File: src/rtl/mpmc11_to_wdog_if.sv
//------------------------------------------------------------------------------
// mpmc11_to_wdog_if : controller state type and the watchdog's bus interface.
// Revision: 1.0
//------------------------------------------------------------------------------
`default_nettype none

package mpmc11_pkg;
  typedef enum logic [2:0] {
    IDLE = 3'd0,
    ACT  = 3'd1,
    RD   = 3'd2,
    WR   = 3'd3,
    PRE  = 3'd4,
    REF  = 3'd5,
    PDN  = 3'd6,
    SRF  = 3'd7
  } mpmc11_state_t;
endpackage

interface mpmc11_to_wdog_if #(
  parameter int CNT_WID = 16,
  parameter int EVT_WID = 8
);
  import mpmc11_pkg::*;

  mpmc11_state_t        state;
  mpmc11_state_t        prev_state;
  logic [CNT_WID-1:0]   limit;
  logic                 clr;
  logic [CNT_WID-1:0]   to_cnt;
  logic                 to_tick;
  logic                 to_flag;
  logic [EVT_WID-1:0]   to_evt_cnt;
  mpmc11_state_t        to_state;

  // Controller / CSR side
  modport master (
    output state, prev_state, limit, clr,
    input  to_cnt, to_tick, to_flag, to_evt_cnt, to_state
  );

  // Watchdog side
  modport slave (
    input  state, prev_state, limit, clr,
    output to_cnt, to_tick, to_flag, to_evt_cnt, to_state
  );
endinterface

`default_nettype wire

File: src/rtl/mpmc11_to_wdog.sv
//------------------------------------------------------------------------------
// mpmc11_to_wdog : dwell-time watchdog for the mpmc11 controller state machine.
// Revision: 1.0
//------------------------------------------------------------------------------
`default_nettype none

module mpmc11_to_wdog
  import mpmc11_pkg::*;
#(
  parameter int CNT_WID  = 16,
  parameter int TO_LIMIT = 512,
  parameter int MODE     = 0,
  parameter int EVT_WID  = 8
) (
  input  logic            clk,
  input  logic            rst,
  mpmc11_to_wdog_if.slave bus
);

  localparam logic [CNT_WID-1:0] DEF_LIMIT = CNT_WID'(TO_LIMIT);
  localparam logic [EVT_WID-1:0] EVT_MAX   = '1;
  localparam logic               HOLD_MODE = (MODE == 1);

  logic [CNT_WID-1:0] eff_limit;
  logic               dwell_break;
  logic               timeout;

  logic [CNT_WID-1:0] to_cnt_q,     to_cnt_d;
  logic               to_tick_q,    to_tick_d;
  logic               to_flag_q,    to_flag_d;
  logic [EVT_WID-1:0] to_evt_cnt_q, to_evt_cnt_d;
  mpmc11_state_t      to_state_q,   to_state_d;
  logic               fired_q,      fired_d;

  always_comb begin
    eff_limit    = (bus.limit == '0) ? DEF_LIMIT : bus.limit;
    dwell_break  = (bus.state == IDLE) || (bus.state != bus.prev_state);
    timeout      = !dwell_break && (to_cnt_q >= eff_limit) && !fired_q;

    to_cnt_d     = to_cnt_q;
    to_tick_d    = 1'b0;
    to_flag_d    = to_flag_q;
    to_evt_cnt_d = to_evt_cnt_q;
    to_state_d   = to_state_q;
    fired_d      = fired_q;

    if (bus.clr) begin
      to_flag_d    = 1'b0;
      to_evt_cnt_d = '0;
    end

    if (dwell_break) begin
      to_cnt_d = '0;
      fired_d  = 1'b0;
    end else if (timeout) begin
      to_tick_d  = 1'b1;
      to_state_d = bus.state;
      to_flag_d  = 1'b1;
      // A coincident clear wipes the history but keeps this event.
      if (bus.clr) begin
        to_evt_cnt_d = EVT_WID'(1);
      end else if (to_evt_cnt_q != EVT_MAX) begin
        to_evt_cnt_d = to_evt_cnt_q + EVT_WID'(1);
      end
      if (HOLD_MODE) begin
        fired_d = 1'b1;
      end else begin
        to_cnt_d = '0;
      end
    end else if (!(HOLD_MODE && fired_q)) begin
      to_cnt_d = to_cnt_q + CNT_WID'(1);
    end
  end

  always_ff @(posedge clk) begin
    if (rst) begin
      to_cnt_q     <= '0;
      to_tick_q    <= 1'b0;
      to_flag_q    <= 1'b0;
      to_evt_cnt_q <= '0;
      to_state_q   <= IDLE;
      fired_q      <= 1'b0;
    end else begin
      to_cnt_q     <= to_cnt_d;
      to_tick_q    <= to_tick_d;
      to_flag_q    <= to_flag_d;
      to_evt_cnt_q <= to_evt_cnt_d;
      to_state_q   <= to_state_d;
      fired_q      <= fired_d;
    end
  end

  assign bus.to_cnt     = to_cnt_q;
  assign bus.to_tick    = to_tick_q;
  assign bus.to_flag    = to_flag_q;
  assign bus.to_evt_cnt = to_evt_cnt_q;
  assign bus.to_state   = to_state_q;

endmodule

`default_nettype wire

File: src/flat_wrapper.sv
// flat-port wrapper written by rule: the top's interface ports become plain ports
module mpmc11_to_wdog_flat import mpmc11_pkg::*;
#(
  parameter int CNT_WID  = 16,
  parameter int TO_LIMIT = 512,
  parameter int MODE     = 0,
  parameter int EVT_WID  = 8
)
  (clk, rst, bus_state, bus_prev_state, bus_limit, bus_clr, bus_to_cnt, bus_to_tick, bus_to_flag, bus_to_evt_cnt, bus_to_state);
  mpmc11_to_wdog_if #(.CNT_WID(CNT_WID), .EVT_WID(EVT_WID)) bus_i ();
  input  logic clk;
  input  logic rst;
  input wire logic [$bits(bus_i.state)-1:0] bus_state;
  input wire logic [$bits(bus_i.prev_state)-1:0] bus_prev_state;
  input wire logic [$bits(bus_i.limit)-1:0] bus_limit;
  input wire logic [$bits(bus_i.clr)-1:0] bus_clr;
  output wire logic [$bits(bus_i.to_cnt)-1:0] bus_to_cnt;
  output wire logic [$bits(bus_i.to_tick)-1:0] bus_to_tick;
  output wire logic [$bits(bus_i.to_flag)-1:0] bus_to_flag;
  output wire logic [$bits(bus_i.to_evt_cnt)-1:0] bus_to_evt_cnt;
  output wire logic [$bits(bus_i.to_state)-1:0] bus_to_state;
  assign bus_i.state = bus_state;
  assign bus_i.prev_state = bus_prev_state;
  assign bus_i.limit = bus_limit;
  assign bus_i.clr = bus_clr;
  assign bus_to_cnt = bus_i.to_cnt;
  assign bus_to_tick = bus_i.to_tick;
  assign bus_to_flag = bus_i.to_flag;
  assign bus_to_evt_cnt = bus_i.to_evt_cnt;
  assign bus_to_state = bus_i.to_state;
  mpmc11_to_wdog #(.CNT_WID(CNT_WID), .TO_LIMIT(TO_LIMIT), .MODE(MODE), .EVT_WID(EVT_WID)) u_core (.clk(clk), .rst(rst), .bus(bus_i));
endmodule
File: config.mk
export PLATFORM = sky130hd
export DESIGN_NAME = mpmc11_to_wdog_flat
export DESIGN_NICKNAME = d
export VERILOG_FILES = /design/src/rtl/mpmc11_to_wdog_if.sv /design/src/rtl/mpmc11_to_wdog.sv /design/src/flat_wrapper.sv
export SDC_FILE = /design/constraint.sdc
export NUM_CORES = 1
export LEC_CHECK = 0
export BUFFER_PORTS_ARGS = -buffer_cell sky130_fd_sc_hd__buf_2
export CAP_MARGIN = 5
export CORE_UTILIZATION = 50
export CTS_CLUSTER_SIZE = 12
export DETAILED_ROUTE_END_ITERATION = 7
export PLACE_DENSITY = 0.83
export SLEW_MARGIN = 15
export SYNTH_ARGS = -nofsm -noshare
export SYNTH_HDL_FRONTEND = slang
export SYNTH_SLANG_ARGS = --single-unit
File: constraint.sdc
create_clock -name clk -period 3.6 [get_ports clk]
set_clock_uncertainty 0.15 [all_clocks]
set_input_delay 0.36 -clock clk [delete_from_list [all_inputs] [get_ports clk]]
set_output_delay 0.36 -clock clk [all_outputs]
set_load 0.01 [all_outputs]
==> results of run 1 <==
layer usage:
layer,track usage,up-vias,share of wire
li1,-,854,-
met2,0.355,54,0.48
met5,0,-,0
met1,0.231,763,0.45
met4,0.111,0,0.025
met3,0.0621,11,0.047
registers in the layout (all words and copies together) (netlist names):
| name | cells |
|---|---|
| u_core.bus.to_cnt | 16 |
| u_core.bus.to_flag | 1 |
| u_core.bus.to_tick | 1 |
| u_core.bus.to_state | 3 |
| u_core.bus.to_evt_cnt | 8 |
logic make-up (layout without fill, tap and decap cells):
group | after synthesis | after routing | synth area share
AOI/OAI and AO/OA | 45 | 45 | 0.165
adders and majority gates | 18 | 18 | 0.126
xor gates and xnor gates | 13 | 13 | 0.0635
and+or+nand+nor | 79 | 79 | 0.260
DFF | 29 | 29 | 0.324
buffers and inverters | 24 | 81 | 0.0614
final cells by class:
type                            instances  area (um^2)
Clock inverter                          3         17.5
Sequential cell                        29          581
Multi-Input combinational cell        155         1100
Fill cell                             307         1240
Timing Repair Buffer                   56          288
Tap cell                               46         57.6
Clock buffer                            5         37.5
Inverter                               17         63.8
synthesized netlist by cell type (all sizes together) (2+ instances only):
master | n | area share
nand2 | 22 | 0.046
nor2 | 21 | 0.080
buf | 4 | 0.020
nand3 | 5 | 0.014
o21a | 3 | 0.013
inv | 17 | 0.036
xnor2 | 2 | 0.0098
ha | 18 | 0.13
nor3 | 2 | 0.0056
nand4 | 4 | 0.014
a41oi | 2 | 0.0098
or3 | 4 | 0.014
and3 | 4 | 0.014
and2 | 5 | 0.019
o21ai | 11 | 0.031
dfxtp | 29 | 0.32
and4 | 2 | 0.0098
nor4 | 3 | 0.010
a21oi | 16 | 0.045
a21o | 3 | 0.013
clkbuf | 3 | 0.0063
xor2 | 11 | 0.054
a211oi | 2 | 0.0084
report_power, final:
| group | total (mW) | internal [mW] | switching (mW) | leakage [nW] |
|---|---|---|---|---|
| sequential | 0.322 | 0.321 | 0.000728 | 0.233 |
| clock | 0.191 | 0.0734 | 0.117 | 0.0310 |
| combinational | 0.0513 | 0.0237 | 0.0276 | 0.726 |
| total | 0.564 | 0.418 | 0.146 | 0.991 |
how the worst max path moves through the flow:
stage / from / depth (start not counted) / end / slack, ns
after floorplan: bus_limit[6] / 10 / u_core.bus.to_cnt[5] / 0.84
after global placement: bus_limit[1] / 10 / u_core.bus.to_cnt[14] / 0.64
after detailed placement: bus_limit[1] / 10 / u_core.bus.to_cnt[14] / 0.55
after CTS: bus_limit[1] / 10 / u_core.bus.to_cnt[14] / 0.91
after global routing: bus_limit[1] / 10 / u_core.bus.to_cnt[14] / 0.74
final: bus_limit[1] / 10 / u_core.bus.to_cnt[14] / 0.93
critical path: cells and delay by family:
family / cells / cell delay [ns]
AO/OA/AOI/OAI: 5 / 0.92
buffers and inverters: 2 / 0.33
adder cells (fa/ha/maj): 1 / 0.31
AND/OR/NAND/NOR: 2 / 0.85
metrics by stage:
stage	setup slack (ns)	power, mW
2_1_floorplan	0.841	0.358
3_3_place_gp	0.644	0.379
3_5_place_dp	0.552	0.380
4_1_cts	0.910	0.568
5_1_grt	0.738	0.595
6_report	0.932	0.564
==> flow_summary_export.csv, run 1 <==
group,metric,value,unit
setup_path,crit_type,"primary input to flip-flop",
placement,placed_cell_area,2090,um^2
final_layout,final_util,0.633,
route,routedWlPerCell,12.0,um
floorplan,core,3390,um^2
floorplan,dieWidth,61.9,um
final_layout,drive_above_1_share,0.302,
floorplan,floorplan.die_area,3830,um^2
worst_hold_path,whs_endpoint,"u_core.bus.to_state[1]",
pwr,ir_drop,224,uV
sta,finalCritPeriodShare,0.741,
sta,slew_violations,0,
run,drv_cap,0,
placement,dp.cells,303,
placement,post-dp-hpwl,2980,um
setup_path,ff2ff_setup_slack,1.01,ns
global_route,grt_pass1_wl,5800,um
synth,yosys_warnings,0,
synth,ys_ff_latch,29,
global_route,antenna_found_initial,0,
route,postRouteAntennaNets,0,
global_route,grt_pass1_vias,1463,
final_layout,nNetsFinal,307,
sta,hold_viol_final,0,
route,dr_total_vias,1682,
final_layout,final_cell_mix,"buf_2, dfxtp_1, nand2_1",
floorplan,fp-row-count,21,
floorplan,initial_core_util,0.529,
setup_path,reg2reg_to,"u_core.bus.to_cnt[14]",
final_layout,layoutNonFillerInstCount,311,
placement,io_buffers,53,
setup_path,crit_chain,"buf_2 > nor4_1 > a41oi_1 > ha_1 > a21o_1 > a221o_1 > a21o_1 > or4b_1 > buf_4 > a21oi_1",
synth,synthFlopType,"dfxtp_1",
clock_network,cts_setup_buffers,0,
sta,slew_headroom,0.754,
worst_hold_path,holdPathStages,2,
global_route,grt_overflow_total,0,
pwr,powerDensity,263,nW/um^2
setup_path,reg2reg_depth,8,
synth,syn_avg_cell_area,8.62,um^2
clock_network,cts_resized,0,
placement,gp_congestion,0.889,
clock_network,cts_tree,"built",
final_layout,stdcell_area,2150,um^2
clock_network,cts.sinks,29,
clock_network,cts_inserted_buffers,5,
sta,fmax,0.375,GHz
floorplan,die_h,61.9,um
floorplan,pin_count,54,
clock_network,cts_buffer_depth,2,
final_layout,area_delta_synth_final,19.7,%
route,dr.first_iter.drc_count,93,
sta,fin_crit,2.67,ns
synth,synth_edf_count,0,
setup_path,cp_data_arrival_time,2.78,ns
setup_path,crit_required,3.71,ns
worst_hold_path,min_path_type,"primary input to flip-flop",
pwr,p_leak,0.991,nW
synth,synth_cell_types,43,
clock_network,clock_latency,0.33,ns
clock_network,path_clk_slew,0.10,ns
sta,timing.setup.tns,0,ns
route,wl,3740,um
sta,holdWs,0.127,ns
synth,synth.net_count,251,
clock_network,cts_root_buffer,"clkbuf_4",
synth,synthesis.instances,208,
setup_path,crit_top_cell,"a21o_1",
final_layout,antennaDiodeCount,0,
setup_path,worstPathMaxFanout,10,
global_route,grt_max_degree,15,
sta,worstMarginPinSlew,0.367,ns
synth,syn_area,1790,um^2
outcome,status,"finished, final reports clean",
setup_path,crit_path_max_incr_delay,0.53,ns
route,drtPass1Iterations,4,
setup_path,worstReg2RegStart,"u_core.bus.to_cnt[0]",
setup_path,cp-start-kind,"primary input",
synth,async_flop_share,0,
setup_path,cp-end-kind,"flip-flop",
clock_network,htreeDepth,2,
global_route,grt_use_total,0.207,
final_layout,final_common_cell,"buf_2",
sta,setup_violations,0,
route,via_per_inst,5.41,
synth,yosysSeqAreaShare,0.324,
route,drc,0,
clock_network,cts_hold_repair.buffers,0,
setup_path,slowest_stage,"or4b_1",
sta,rsz0062_at_grt,"no",
worst_hold_path,hp-start,"rst",
Note: power is estimated with default switching activity, not from simulation.
==> inputs of run 2 (changes only) <==
--- a/config.mk
+++ b/config.mk
@@ -5,12 +5,13 @@
 export SDC_FILE = /design/constraint.sdc
 export NUM_CORES = 1
 export LEC_CHECK = 0
+export ABC_AREA = 1
 export BUFFER_PORTS_ARGS = -buffer_cell sky130_fd_sc_hd__buf_2
 export CAP_MARGIN = 5
-export CORE_UTILIZATION = 50
+export CORE_UTILIZATION = 47
 export CTS_CLUSTER_SIZE = 12
 export DETAILED_ROUTE_END_ITERATION = 7
-export PLACE_DENSITY = 0.83
+export PLACE_DENSITY = 0.81
 export SLEW_MARGIN = 15
 export SYNTH_ARGS = -nofsm -noshare
 export SYNTH_HDL_FRONTEND = slang
==> constraint.sdc (replaced) <==
create_clock -name clk -period 2.37 [get_ports clk]
set_clock_uncertainty 0.15 [all_clocks]
set_input_delay 0.237 -clock clk [delete_from_list [all_inputs] [get_ports clk]]
set_output_delay 0.237 -clock clk [all_outputs]
set_load 0.01 [all_outputs]
==> flow_summary_export.csv, run 2 <==
group,metric,value,unit
setup_path,crit_type,"primary input to flip-flop",
pwr,ir_drop,316,uV
setup_path,crit_top_cell,"nand2_1",
global_route,grt_overflow_total,0,
floorplan,die_h,66.9,um
worst_hold_path,min_path_type,"primary input to flip-flop",
synth,yosys_warnings,0,
setup_path,slowest_stage,"nor4_1",
synth,yosysTopAreaCell,"dfxtp_1",
route,wl,4740,um
route,routedWlPerCell,11.5,um
global_route,grt_use_total,0.224,
setup_path,critPathLaunch,"bus_limit[13]",
sta,worstMarginPinSlew,0.359,ns
sta,timing.setup.tns,0,ns
clock_network,cts_tree,"built",
synth,synthesis.instances,297,
clock_network,path_clk_slew,0.06,ns
synth,yosysSeqAreaShare,0.293,
route,drc,0,
synth,synth_area_leaders,"dfxtp_1, nand2_1, ha_1",
pwr,finalPower,993,uW
final_layout,nNetsFinal,404,
synth,synth_most_common_cell,"nand2_1",
placement,io_buffers,53,
sta,hold_viol_final,0,
worst_hold_path,hp-start,"rst",
clock_network,cts_root_buffer,"clkbuf_8",
synth,syn_area,1980,um^2
final_layout,area_delta_synth_final,23.2,%
route,dr_total_vias,2085,
setup_path,worstReg2RegStart,"u_core.bus.to_cnt[0]",
route,via_per_inst,5.07,
pwr,comb_power_share,0.092,
final_layout,drive_above_1_share,0.227,
route,dr.first_iter.drc_count,65,
pwr,p_int,757,uW
floorplan,fp-row-count,23,
sta,fin_crit,2.11,ns
clock_network,cts_setup_buffers,0,
setup_path,crit_required,2.43,ns
sta,rsz0062_at_grt,"no",
clock_network,clock_latency,0.28,ns
synth,yosys.area.top_type_share,0.293,
pwr,powerDensity,407,nW/um^2
setup_path,cp_data_arrival_time,2.17,ns
floorplan,floorplan.die_area,4480,um^2
global_route,grt_pass1_wl,7560,um
sta,finalCritPeriodShare,0.888,
synth,synth_cell_types,28,
clock_network,cts_buffer_depth,2,
final_layout,final_cell_mix,"nand2_1, inv_1, buf_2",
pwr,p_switching,236,uW
global_route,grt_pass1_vias,1893,
sta,setup_ws,0.264,ns
global_route,antenna_found_initial,0,
pwr,p_seq_frac,0.494,
synth,synth.net_count,340,
placement,gp_congestion,0.902,
outcome,status,"finished, final reports clean",
final_layout,final_common_cell,"nand2_1",
sta,slew_violations,0,
synth,ys_ff_latch,29,
global_route,grt_max_degree,14,
setup_path,cp-end-kind,"flip-flop",
placement,preCtsSetupSlack,-0.0792,ns
synth,syn_avg_cell_area,6.67,um^2
pwr,switching_share,0.238,
clock_network,cts_inserted_buffers,5,
sta,fmax,0.475,GHz
sta,slew_headroom,0.759,
synth,synth_edf_count,0,
synth,async_flop_share,0,
clock_network,htreeDepth,2,
sta,setup_violations,0,
floorplan,core,4030,um^2
clock_network,cts_hold_repair.buffers,0,
synth,synthFlopType,"dfxtp_1",
run,drv_cap,0,
final_layout,largest_register_ff_count,16,
pwr,p_leak,1.27,nW
clock_network,cts_resized,0,
setup_path,cp-start-kind,"primary input",
route,postRouteAntennaNets,0,
floorplan,pin_count,54,
floorplan,initial_core_util,0.492,
setup_path,crit_chain,"buf_2 > nor4_1 > a41oi_1 > ha_1 > nand2_1 > nand2_1 > nand3_1 > a21oi_1 > nor2_1 > nand2_2 > nand2_1 > buf_12 > nand2_1 > a21oi_1",
final_layout,antennaDiodeCount,0,
route,drtPass1Iterations,4,
pwr,p_clk_frac,0.414,
placement,post-dp-hpwl,3690,um
setup_path,crit_path_max_incr_delay,0.36,ns
clock_network,cts.sinks,29,
floorplan,dieWidth,66.9,um
synth,synth_common_cells,"nand2_1, inv_1, nor2_1",
setup_path,worstPathMaxFanout,13,
-- run 2: cell count changes after synthesis, sizes merged, moves of 3 or more --
| cell | before | now |
|---|---|---|
| or3 | 4 | 0 |
| nand2 | 22 | 67 |
| inv | 17 | 55 |
| a31oi | 0 | 3 |
| o21ai | 11 | 5 |
| nand3 | 5 | 28 |
| nor2 | 21 | 41 |
| and3 | 4 | 1 |
| nor3 | 2 | 9 |
| xor2 | 11 | 4 |
| and2 | 5 | 1 |
-- run 2: path summary, 6_finish.rpt --
kind	end	slack (ns)	cells after the start
max	u_core.bus.to_state[2]	0.26	14
min	u_core.bus.to_state[1]	0.06	2
max reg2reg	u_core.bus.to_state[2]	0.38	14
min reg2reg	u_core.bus.to_state[1]	0.31	2
-- run 2: kinds of logic (layout without fill, tap and decap cells) --
group / Yosys count / in the layout / share of synthesized area
AND/OR/NAND/NOR: 157 / 157 / 0.368
buffers and inverters: 59 / 123 / 0.118
flip-flops: 29 / 29 / 0.293
AO/OA/AOI/OAI: 26 / 26 / 0.0720
adder cells (fa/ha/maj): 18 / 18 / 0.114
XOR/XNOR: 8 / 8 / 0.0354
-- run 2: worst max-delay path: cells and delay by family --
kind | cells | cell delay, ns
buffers and inverters | 2 | 0.24
adders and majority gates | 1 | 0.31
and+or+nand+nor | 8 | 1.03
AOI/OAI and AO/OA | 3 | 0.36
-- run 2: metal layers --
metal / GRT usage / share of wire / vias up
li1: - / - / 1074
met1: 0.234 / 0.42 / 946
met2: 0.428 / 0.52 / 60
met3: 0.0548 / 0.048 / 5
met4: 0.0771 / 0.011 / 0
met5: 0 / 0 / -
-- run 2: power by group through the flow --
| stage | logic [mW] | clock network [mW] | registers [mW] |
|---|---|---|---|
| 2_1_floorplan | 0.0471 | 0 | 0.501 |
| 3_3_place_gp | 0.0876 | 0 | 0.501 |
| 3_5_place_dp | 0.0905 | 0 | 0.501 |
| 4_1_cts | 0.0916 | 0.419 | 0.490 |
| 5_1_grt | 0.102 | 0.441 | 0.490 |
| 6_report | 0.0914 | 0.411 | 0.490 |
-- run 2: layout make-up --
cell class | instances | area [um^2]
Timing Repair Buffer | 61 | 338
Tap cell | 50 | 62.6
Fill cell | 380 | 1590
Sequential cell | 29 | 581
Clock buffer | 7 | 86.3
Inverter | 55 | 206
Multi-Input combinational cell | 209 | 1170
-- run 2: metrics by stage --
step / instance area (um^2) / hold WS (ns) / util / std cells
after global routing: 2440 / 0.0601 / 0.606 / 411
after floorplan: 1980 / 0.156 / - / 297
after detailed placement: 2350 / 0.309 / 0.584 / 404
after global placement: 2350 / 0.302 / 0.584 / 404
after CTS: 2440 / 0.0497 / 0.606 / 411
final: 2440 / 0.0582 / 0.606 / 411
